<file path="src/rtl/qsfp_sideband_ctrl.sv">
// qsfp_sideband_ctrl
// Management sideband controller for one QSFP / QSFP-DD cage. It synchronises
// and debounces the module-present pin, sequences module reset and
// initialisation on insertion or software request, gates module select for
// I2C access and latches module interrupts while the module is ready.
//
// Ports:
//   FPGA_SYSTEM_CLK  system clock, rising edge
//   FPGA_SYS_RESETN  asynchronous active-low reset
//   mod_prsn_i       raw module-present pin (active low, asynchronous)
//   mod_intn_i       raw module interrupt pin (active low, asynchronous)
//   sw_reset_req     one-cycle pulse: restart the module reset sequence
//   lp_mode_req      level: low-power mode wanted once ready
//   sel_req          level: management wants module select for I2C
//   int_clear        one-cycle pulse: clear int_pending
//   qsfp_resetn_o    RESETN pin (active low)
//   qsfp_modseln_o   MODSELN pin (active low)
//   qsfp_initmode_o  INITMODE/LPMode pin (1 = low power)
//   mod_present      debounced presence (1 = present)
//   mod_ready        1 while the sequencer is in READY
//   int_pending      latched module interrupt
//   state_o          sequencer state (0 ABSENT, 1 RST, 2 INIT, 3 READY)
//
// Handshake: there is no valid/ready pairing here. sw_reset_req and
// int_clear are sampled on every rising edge and act once per high cycle;
// lp_mode_req and sel_req are levels sampled every cycle. Every output is a
// register, so each responds one cycle after the edge that sampled its cause.

module qsfp_sideband_ctrl #(
    parameter int unsigned DEBOUNCE_CYCLES = 1000,
    parameter int unsigned RESET_CYCLES    = 1000,
    parameter int unsigned INIT_CYCLES     = 200000
) (
    input  logic       FPGA_SYSTEM_CLK,
    input  logic       FPGA_SYS_RESETN,
    input  logic       mod_prsn_i,
    input  logic       mod_intn_i,
    input  logic       sw_reset_req,
    input  logic       lp_mode_req,
    input  logic       sel_req,
    input  logic       int_clear,
    output logic       qsfp_resetn_o,
    output logic       qsfp_modseln_o,
    output logic       qsfp_initmode_o,
    output logic       mod_present,
    output logic       mod_ready,
    output logic       int_pending,
    output logic [1:0] state_o
);

    localparam int DB_W = $clog2(DEBOUNCE_CYCLES + 1);

    typedef enum logic [1:0] {
        ST_ABSENT = 2'd0,
        ST_RST    = 2'd1,
        ST_INIT   = 2'd2,
        ST_READY  = 2'd3
    } state_t;

    logic            prsn_s1, prsn_s2;
    logic            intn_s1, intn_s2;
    logic            db_stable;
    logic [DB_W-1:0] db_cnt;
    state_t          state, state_nxt;
    logic [31:0]     timer;
    logic            sw_restart;

    // Two-flop synchronisers plus presence debounce. Flops idle at 1 so an
    // empty cage reads as "absent, no interrupt" straight out of reset.
    // mod_present is loaded alongside the stable value so the debounced edge
    // appears DEBOUNCE_CYCLES cycles after the synchronised edge.
    always_ff @(posedge FPGA_SYSTEM_CLK or negedge FPGA_SYS_RESETN) begin
        if (!FPGA_SYS_RESETN) begin
            prsn_s1     <= 1'b1;
            prsn_s2     <= 1'b1;
            intn_s1     <= 1'b1;
            intn_s2     <= 1'b1;
            db_stable   <= 1'b1;
            db_cnt      <= '0;
            mod_present <= 1'b0;
        end else begin
            prsn_s1 <= mod_prsn_i;
            prsn_s2 <= prsn_s1;
            intn_s1 <= mod_intn_i;
            intn_s2 <= intn_s1;
            if (prsn_s2 == db_stable) begin
                db_cnt <= '0;
            end else if (db_cnt == DB_W'(DEBOUNCE_CYCLES - 1)) begin
                db_stable   <= ~db_stable;
                mod_present <= db_stable;
                db_cnt      <= '0;
            end else begin
                db_cnt <= db_cnt + 1'b1;
            end
        end
    end

    // A software request while already in RST keeps the state but must still
    // restart the reset timer, so it is tracked separately from a state change.
    always_comb begin
        state_nxt  = state;
        sw_restart = mod_present && sw_reset_req && (state != ST_ABSENT);
        if (!mod_present) begin
            state_nxt = ST_ABSENT;
        end else if (sw_restart) begin
            state_nxt = ST_RST;
        end else begin
            case (state)
                ST_ABSENT: state_nxt = ST_RST;
                ST_RST:    if (timer == 32'(RESET_CYCLES - 1)) state_nxt = ST_INIT;
                ST_INIT:   if (timer == 32'(INIT_CYCLES - 1))  state_nxt = ST_READY;
                default:   state_nxt = ST_READY;
            endcase
        end
    end

    // Sequencer with outputs registered from the next state, so pins change
    // in the same cycle the state does.
    always_ff @(posedge FPGA_SYSTEM_CLK or negedge FPGA_SYS_RESETN) begin
        if (!FPGA_SYS_RESETN) begin
            state           <= ST_ABSENT;
            timer           <= '0;
            qsfp_resetn_o   <= 1'b0;
            qsfp_modseln_o  <= 1'b1;
            qsfp_initmode_o <= 1'b1;
            mod_ready       <= 1'b0;
            int_pending     <= 1'b0;
        end else begin
            state <= state_nxt;
            if ((state_nxt != state) || sw_restart) begin
                timer <= '0;
            end else if ((state == ST_RST) || (state == ST_INIT)) begin
                timer <= timer + 32'd1;
            end

            qsfp_resetn_o   <= (state_nxt == ST_INIT) || (state_nxt == ST_READY);
            mod_ready       <= (state_nxt == ST_READY);
            qsfp_initmode_o <= (state_nxt == ST_READY) ? lp_mode_req : 1'b1;
            qsfp_modseln_o  <= ~((state_nxt == ST_READY) && sel_req);

            // Set has priority over clear; leaving READY always drops it.
            if (state_nxt != ST_READY) begin
                int_pending <= 1'b0;
            end else if ((state == ST_READY) && !intn_s2) begin
                int_pending <= 1'b1;
            end else if (int_clear) begin
                int_pending <= 1'b0;
            end
        end
    end

    assign state_o = state;

endmodule

</file>
<file path="config.mk">
export PLATFORM = sky130hd
export DESIGN_NAME = qsfp_sideband_ctrl
export DESIGN_NICKNAME = d
export VERILOG_FILES = /design/src/rtl/qsfp_sideband_ctrl.sv
export SDC_FILE = /design/constraint.sdc
export NUM_CORES = 1
export LEC_CHECK = 0
export CAP_MARGIN = 0
export CORE_ASPECT_RATIO = 1.75
export CORE_MARGIN = 8
export CORE_UTILIZATION = 65
export DETAILED_ROUTE_END_ITERATION = 12
export PLACE_DENSITY = 0.83
export REMOVE_ABC_BUFFERS = 1
export SYNTH_ARGS = -nofsm -noshare
export SYNTH_HDL_FRONTEND = slang
export SYNTH_SLANG_ARGS = --single-unit
</file>
<file path="constraint.sdc">
create_clock -name FPGA_SYSTEM_CLK -period 3.7 [get_ports FPGA_SYSTEM_CLK]
set_input_delay 0.74 -clock FPGA_SYSTEM_CLK [delete_from_list [all_inputs] [get_ports FPGA_SYSTEM_CLK]]
set_output_delay 0.74 -clock FPGA_SYSTEM_CLK [all_outputs]
set_load 0.005 [all_outputs]
</file>
==> results of run 1 <==
[sequential cells by signal, summed over array words and instances (netlist names)]
register and flops:
db_cnt 10, qsfp_initmode_o 1, qsfp_resetn_o 1, db_stable 1, prsn_s1 1, state_o 2
int_pending 1, mod_ready 1, intn_s1 1, prsn_s2 1, intn_s2 1, timer 32
qsfp_modseln_o 1, mod_present 1
[power by group]
group / internal, mW / switching, mW / leakage (nW)
clock: 0.219 / 0.191 / 0.0612
combinational: 0.0101 / 0.0168 / 0.644
sequential: 0.607 / 0.00317 / 0.742
[layer usage]
| metal | vias to the layer above | share of wire | GRT usage |
|---|---|---|---|
| li1 | 1083 | - | - |
| met1 | 1059 | 0.39 | 0.193 |
| met2 | 40 | 0.55 | 0.323 |
| met3 | 13 | 0.035 | 0.0311 |
| met4 | 0 | 0.024 | 0.0869 |
| met5 | - | 0 | 0 |
[area by class of cell]
type	count	area, µm²	share of cell area
clock buffers	6	82.6	0.0246
flip-flops and latches	55	1390	0.412
well taps	52	65.1	0.0193
inverters	10	37.5	0.0112
repair buffers	17	160	0.0476
multi-input cells	228	1600	0.475
clock inverters	2	35.0	0.0104
[logic make-up (layout without fill, tap and decap cells)]
kind of cell	Yosys count	count (layout)
AOI/OAI and AO/OA	50	50
xor gates and xnor gates	39	39
adders and majority gates	7	7
buffers and inverters	24	35
DFF	55	55
muxes	1	1
and+or+nand+nor	131	131
[placed cells by master, fill, tap and decap left out, types with 2 or more instances in the layout]
cell type        Yosys  routed
dfstp_2              7       7
inv_1               10      10
nor4_1               4       4
and3_1              10      10
and2_1               3       3
nand3_1             13      13
clkdlybuf4s50_1      0      14
nor4_4               2       2
ha_1                 7       7
buf_4                0       2
nor2_1              20      20
nand2b_1             2       2
nor3_1               8       8
nand2_1             45      45
nand4_1              9       9
o21ai_0              3       3
and4_1               2       2
o31a_1               3       3
nor4b_1              2       2
a21oi_1              5       5
a21oi_2             30      30
xnor2_1             21      21
nor4_2               2       2
dfrtp_1             48      48
clkbuf_8             0       6
xor2_1              18      18
[worst max-delay path, delay by kind of cell, from the launching register on]
kind	cells	cell delay, ps
AOI/OAI and AO/OA	1	110
xor gates and xnor gates	1	170
adders and majority gates	1	400
buffers and inverters	1	120
DFF	1	550
and+or+nand+nor	4	1230
[final timing paths]
kind,slack [ps],from,cells after the start,end
worst max-delay path,1040,state_o[0],8,timer[31]
worst min-delay path,360,intn_s1,0,intn_s2
worst max register to register,1040,state_o[0],8,timer[31]
worst min register to register,360,intn_s1,0,intn_s2
max in group asynchronous,2370,FPGA_SYS_RESETN,2,timer[0]
min in group asynchronous,610,FPGA_SYS_RESETN,1,db_cnt[5]
[through the flow]
stage | cell area [µm²] | instances | utilization | power, mW
final | 3360 | 370 | 0.721 | 1.05
after floorplan | 3010 | 293 | - | 0.628
after global placement | 3250 | 362 | 0.696 | 0.649
after detailed placement | 3250 | 362 | 0.696 | 0.650
after global routing | 3360 | 370 | 0.721 | 1.08
after CTS | 3360 | 370 | 0.721 | 1.06
==> metrics.md, run 1 <==
| Metric | Value |
|---|---|
| Area contributors post-synth | `dfrtp_1, a21oi_2, dfstp_2` |
| Hold buffers post-CTS | `0` |
| Final Cycle Share | `0.719` |
| Xor/xnor share of the synthesized area | `0.109` |
| First-pass GRT wire length | `10,400 µm` |
| Sequential-to-total area share from yosys stat | `0.441` |
| Slowest-stage cell, CP | `or4_1` |
| Fillers | `378` |
| Antenna-violating nets left | `0` |
| CP Capture Type | `register` |
| CP max FO | `10` |
| Buffers from clock root to sink, at most | `2` |
| Die X | `68.5 µm` |
| GP Congestion | `0.866` |
| CP max stage delay | `670 ps` |
| Nets | `332` |
| Status | `complete, no violations` |
| Final setup fails | `0` |
| Post-CTS Setup Bufs | `0` |
| Layout Skew | `4.46 ps` |
| Synthesized netlist cell count | `307` |
| Prevailing post-synth register cell | `dfrtp_1` |
| Tightest Pin Transition | `1050 ps` |
| Synth top area share | `0.383` |
| Final HPWL DP | `4280 µm` |
| Seq cells post-synth | `55` |
| CTS clk-pin slew, worst paths | `90 ps` |
| Total gr overflow | `0` |
| Leading area contributor after synthesis | `dfrtp_1` |
| Most common cell in the netlist | `dfrtp_1` |
| Placement Rows | `33` |
| Initial antenna violation count | `0` |
| Post-place setup slack | `1110 ps` |
| Hold Crit Class | `register to register` |
| Fmax | `0.376 GHz` |
| Maximum number of pins on one net before global-route repair | `49` |
| CTS Root Cell | `clkbuf_8` |
| Proportion of layout cells with a drive suffix above 1 | `0.195` |
| Io pins | `16` |
| Worst Path Arrival | `2900 ps` |
| Synth Warn # | `0` |
| Pwr Density | `312 mW/mm²` |
| CP Data Required Time | `3940 ps` |
| Main combinational cell family by area after synthesis | `simple AND/OR/NAND/NOR gates` |
| Area delta synth->final | `7.13%` |
| 1st-iter DRT viols | `99` |
| Post-synthesis compound-gate area fraction | `0.136` |
| Input/output buffers | `15` |
| Adder-Cell Fraction of Synth Area | `0.0279` |
| Simple-gate portion of the synthesized area | `0.230` |
| Die area | `0.00740 mm²` |
| VDD IR max | `0.000278 V` |
| Synthesized area | `0.00314 mm²` |
| Post-synthesis mux area share | `0.00359` |
| Unique masters post-synth | `46` |
| Core Region | `0.00467 mm²` |
| Vias in the first global route | `2,211` |
| Kind of critical path | `register to register` |
| CTS tree | `done` |
| Post-route setup slack | `1040 ps` |
| Leak pwr | `1.45 nW` |
| Critical path startpoint category | `register` |
| Max Cap Viol | `0` |
| GRT Total Usage | `0.181` |
| Relative slew slack | `0.302` |
| Fin. Hold Viols | `0` |
| Slew Viols, Final | `0` |
| DRC viols | `0` |
| RSZ-0062 raised after global routing | `no` |
| Number of H-tree levels | `2` |
| Worst-Skew Late Latency | `310 ps` |
| Total number of vias | `2,195` |
| Minimum clock period | `2660 ps` |
| Pre-antenna DRT Iters | `4` |
| CP cell instances | `inv_1 -> ha_1 -> nand3_1 -> or4_1 -> nor4_4 -> xor2_1 -> nand2_1 -> a21oi_2` |
| Initial Util | `0.673` |
| WL final | `6150 µm` |
| Die H | `108 µm` |
| CTS resizes | `0` |
| Clock buffer count from CTS | `5` |
| Setup TNS | `0 ps` |
| # diodes | `0` |
| Clk sinks | `55` |
| Post-synth EDFFs | `0` |
| Hold slack | `362 ps` |
| Most common library cells after synthesis | `dfrtp_1, nand2_1, a21oi_2` |
| Via density | `5.93` |
| Routed wire per std cell | `16.6 µm` |
| Post-synth ARST share | `1.00` |
| Avg Cell Area, Syn | `10.2 µm²` |
Power figures use the tool's default switching activity.
==> run 2, diff against run 1 <==
- CORE_UTILIZATION: 65 -> 54
- PLACE_DENSITY: 0.83 -> 0.74
- clock period: 3.7 -> 2.15 ns (I/O delays scaled with it)
==> run 2 against run 1 <==
Compared with the run above:
- the run now ends with setup timing left
- hold slack worse by 270 ps
- critical path depth down 1
- sequential share of layout area down 4.6 points
- sequential cell count unchanged
- first-iteration DRC count up 52%
- wire length up 12%
- via count up 8.2%
- setup slack worse by 1000 ps
- cell area up 13%
- largest power group unchanged
==> metrics.md, run 2 (synthesis gave the netlist of run 1 again) <==
| Metric | Value |
|---|---|
| Pwr Density | `457 mW/mm² (was 312 mW/mm²)` |
| Antenna-violating nets left | `0 (unchanged)` |
| Placed Cells incl. Taps | `419 (was 362)` |
| Fillers | `478 (was 378)` |
| Nets | `365 (was 332)` |
| Routed wire per std cell | `16.1 µm (was 16.6 µm)` |
| Max Cap Viol | `0 (unchanged)` |
| Input/output buffers | `15 (unchanged)` |
| Core Region | `0.00574 mm² (was 0.00467 mm²)` |
| Relative slew slack | `0.634 (was 0.302)` |
| Largest register FFs | `32 (unchanged)` |
| Maximum number of pins on one net before global-route repair | `33 (was 49)` |
| RSZ-0062 raised after global routing | `yes (was no)` |
| Most frequent cells in the layout | `dfrtp_1, nand2_1, a21oi_2, buf_4, xnor2_1 (was dfrtp_1, nand2_1, a21oi_2, xnor2_1, nor2_1)` |
| Die H | `117 µm (was 108 µm)` |
| CP max FO | `12 (was 10)` |
| GP Congestion | `0.912 (was 0.866)` |
| Proportion of layout cells with a drive suffix above 1 | `0.299 (was 0.195)` |
| 1st-iter DRT viols | `150 (was 99)` |
| Fin. Hold Viols | `0 (unchanged)` |
| Via density | `5.53 (was 5.93)` |
| Worst Path Arrival | `2350 ps (was 2900 ps)` |
| Fmax | `0.463 GHz (was 0.376 GHz)` |
| Die X | `73.6 µm (was 68.5 µm)` |
| Post-route setup slack | `-8.47 ps (was 1040 ps)` |
| CP Data Required Time | `2340 ps (was 3940 ps)` |
| Buffers from clock root to sink, at most | `2 (unchanged)` |
| First-pass GRT wire length | `11,900 µm (was 10,400 µm)` |
| Failing checks | `setup timing` |
| Reg area | `0.00139 mm² (unchanged)` |
| WL final | `6890 µm (was 6150 µm)` |
| Leak pwr | `1.63 nW (was 1.45 nW)` |
| Pre-antenna DRT Iters | `4 (unchanged)` |
| VDD IR max | `0.000321 V (was 0.000278 V)` |
| Placement Rows | `37 (was 33)` |
| # diodes | `0 (unchanged)` |
| Final Cycle Share | `1.00 (was 0.719)` |
| Io pins | `16 (unchanged)` |
| Final setup fails | `6 (was 0)` |
| Final HPWL DP | `4930 µm (was 4280 µm)` |
| CTS tree | `done (unchanged)` |
| Setup TNS | `-29.4 ps (was 0 ps)` |
| DRC viols | `0 (unchanged)` |
| Commonest non-fill, non-tap cell in the layout | `dfrtp_1 (unchanged)` |
| Die area | `0.00861 mm² (was 0.00740 mm²)` |
| Worst-Skew Late Latency | `310 ps (about the same)` |
| Number of H-tree levels | `2 (unchanged)` |
| GRT Total Usage | `0.177 (was 0.181)` |
| Post-place setup slack | `-28.4 ps (was 1110 ps)` |
| Initial Util | `0.547 (was 0.673)` |
| Vias in the first global route | `2,500 (was 2,211)` |
| Multi-input gate area | `0.00167 mm² (was 0.00160 mm²)` |
| Clock buffer count from CTS | `5 (unchanged)` |
| Non-Filler Instances | `429 (was 370)` |
| Status | `complete, but fails checks (was complete, no violations)` |
| Total gr overflow | `0 (unchanged)` |
| Minimum clock period | `2160 ps (was 2660 ps)` |
| Critical path startpoint category | `register (unchanged)` |
| Total number of vias | `2,374 (was 2,195)` |
| Area delta synth->final | `20.6% (was 7.13%)` |
| Slew Viols, Final | `0 (unchanged)` |
| Layout Skew | `7.81 ps (was 4.46 ps)` |
| CP Capture Type | `register (unchanged)` |
| Tightest Pin Transition | `549 ps (was 1050 ps)` |
| Largest Register | `timer (unchanged)` |
| CTS clk-pin slew, worst paths | `100 ps (was 90 ps)` |
| Hold Crit Class | `primary input to async pin (was register to register)` |
| Initial antenna violation count | `0 (unchanged)` |
| Hold buffers post-CTS | `0 (unchanged)` |
| Clk sinks | `55 (unchanged)` |
| CTS Root Cell | `clkbuf_8 (unchanged)` |
| Kind of critical path | `register to register (unchanged)` |
-- run 2: cell types whose count changed in the layout (fill, tap and decap cells not counted), moves of 2 or more --
| cell | change |
|---|---|
| ha_1 | -2 |
| a21oi_2 | +2 |
| a21oi_1 | -2 |
| buf_12 | +6 |
| ha_4 | +2 |
| buf_4 | +26 |
-- run 2: final timing paths --
check	end	slack, ps	depth (start not counted)	start
setup / recovery	timer[28]	-8	7	timer[7]
hold / removal	db_cnt[6]	90	1	FPGA_SYS_RESETN
setup reg to reg	timer[28]	-8	7	timer[7]
hold reg to reg	prsn_s2	370	0	prsn_s1
max in group asynchronous	qsfp_modseln_o	1420	2	FPGA_SYS_RESETN
min in group FPGA_SYSTEM_CLK	prsn_s2	370	0	prsn_s1
-- run 2: per-stage QoR --
step           area [µm²]  hold WS, ps   util  power, mW
2_1_floorplan        3010          134      -       1.08
3_3_place_gp         3590          348  0.625       1.12
3_5_place_dp         3590          351  0.625       1.12
4_1_cts              3760          112  0.655       1.74
5_1_grt              3780          123  0.659       1.80
6_report             3780         92.8  0.659       1.73
-- run 2: what timing repair did --
item                       in CTS  in global routing
setup endpoints to repair      33                 36
gates resized for setup        10                  4
hold endpoints to repair        0                  0
setup buffers                   1                  1
pin swaps                       3                  4
-- run 2: final cells by class --
type | instances | share of cell area
Clock buffer | 7 | 0.0255
Clock inverter | 1 | 0.00198
Inverter | 10 | 0.00992
Multi-Input combinational cell | 228 | 0.442
Sequential cell | 55 | 0.366
Tap cell | 78 | 0.0258
Timing Repair Buffer | 50 | 0.129
-- run 2: critical path, cell delays in order (launching register included) --
cell and delay, ps:
dfrtp_1 400, or4b_4 550, nor4_4 270, a21oi_2 110, o221ai_4 260, a21o_4 210
buf_12 160, a21oi_2 60
-- run 2: per-layer routing --
layer | wire (µm) | GRT usage | up-vias
met5 | 0 | 0 | -
met4 | 208 | 0.0859 | 0
met3 | 223 | 0.0247 | 16
met2 | 3800 | 0.329 | 49
met1 | 2660 | 0.186 | 1162
li1 | - | - | 1147
-- run 2: where the power goes --
| part | switching (mW) | leakage (nW) | total [mW] | internal, mW |
|---|---|---|---|---|
| Clock | 0.336 | 0.0505 | 0.630 | 0.294 |
| Sequential | 0.00513 | 0.742 | 1.05 | 1.05 |
| Combinational | 0.0297 | 0.842 | 0.0497 | 0.0200 |
==> run 3, diff against run 2 <==
- GPL_TIMING_DRIVEN: default -> 1
==> results of run 3 <==
Final layout, timing and power as in run 2 (identical DEF).
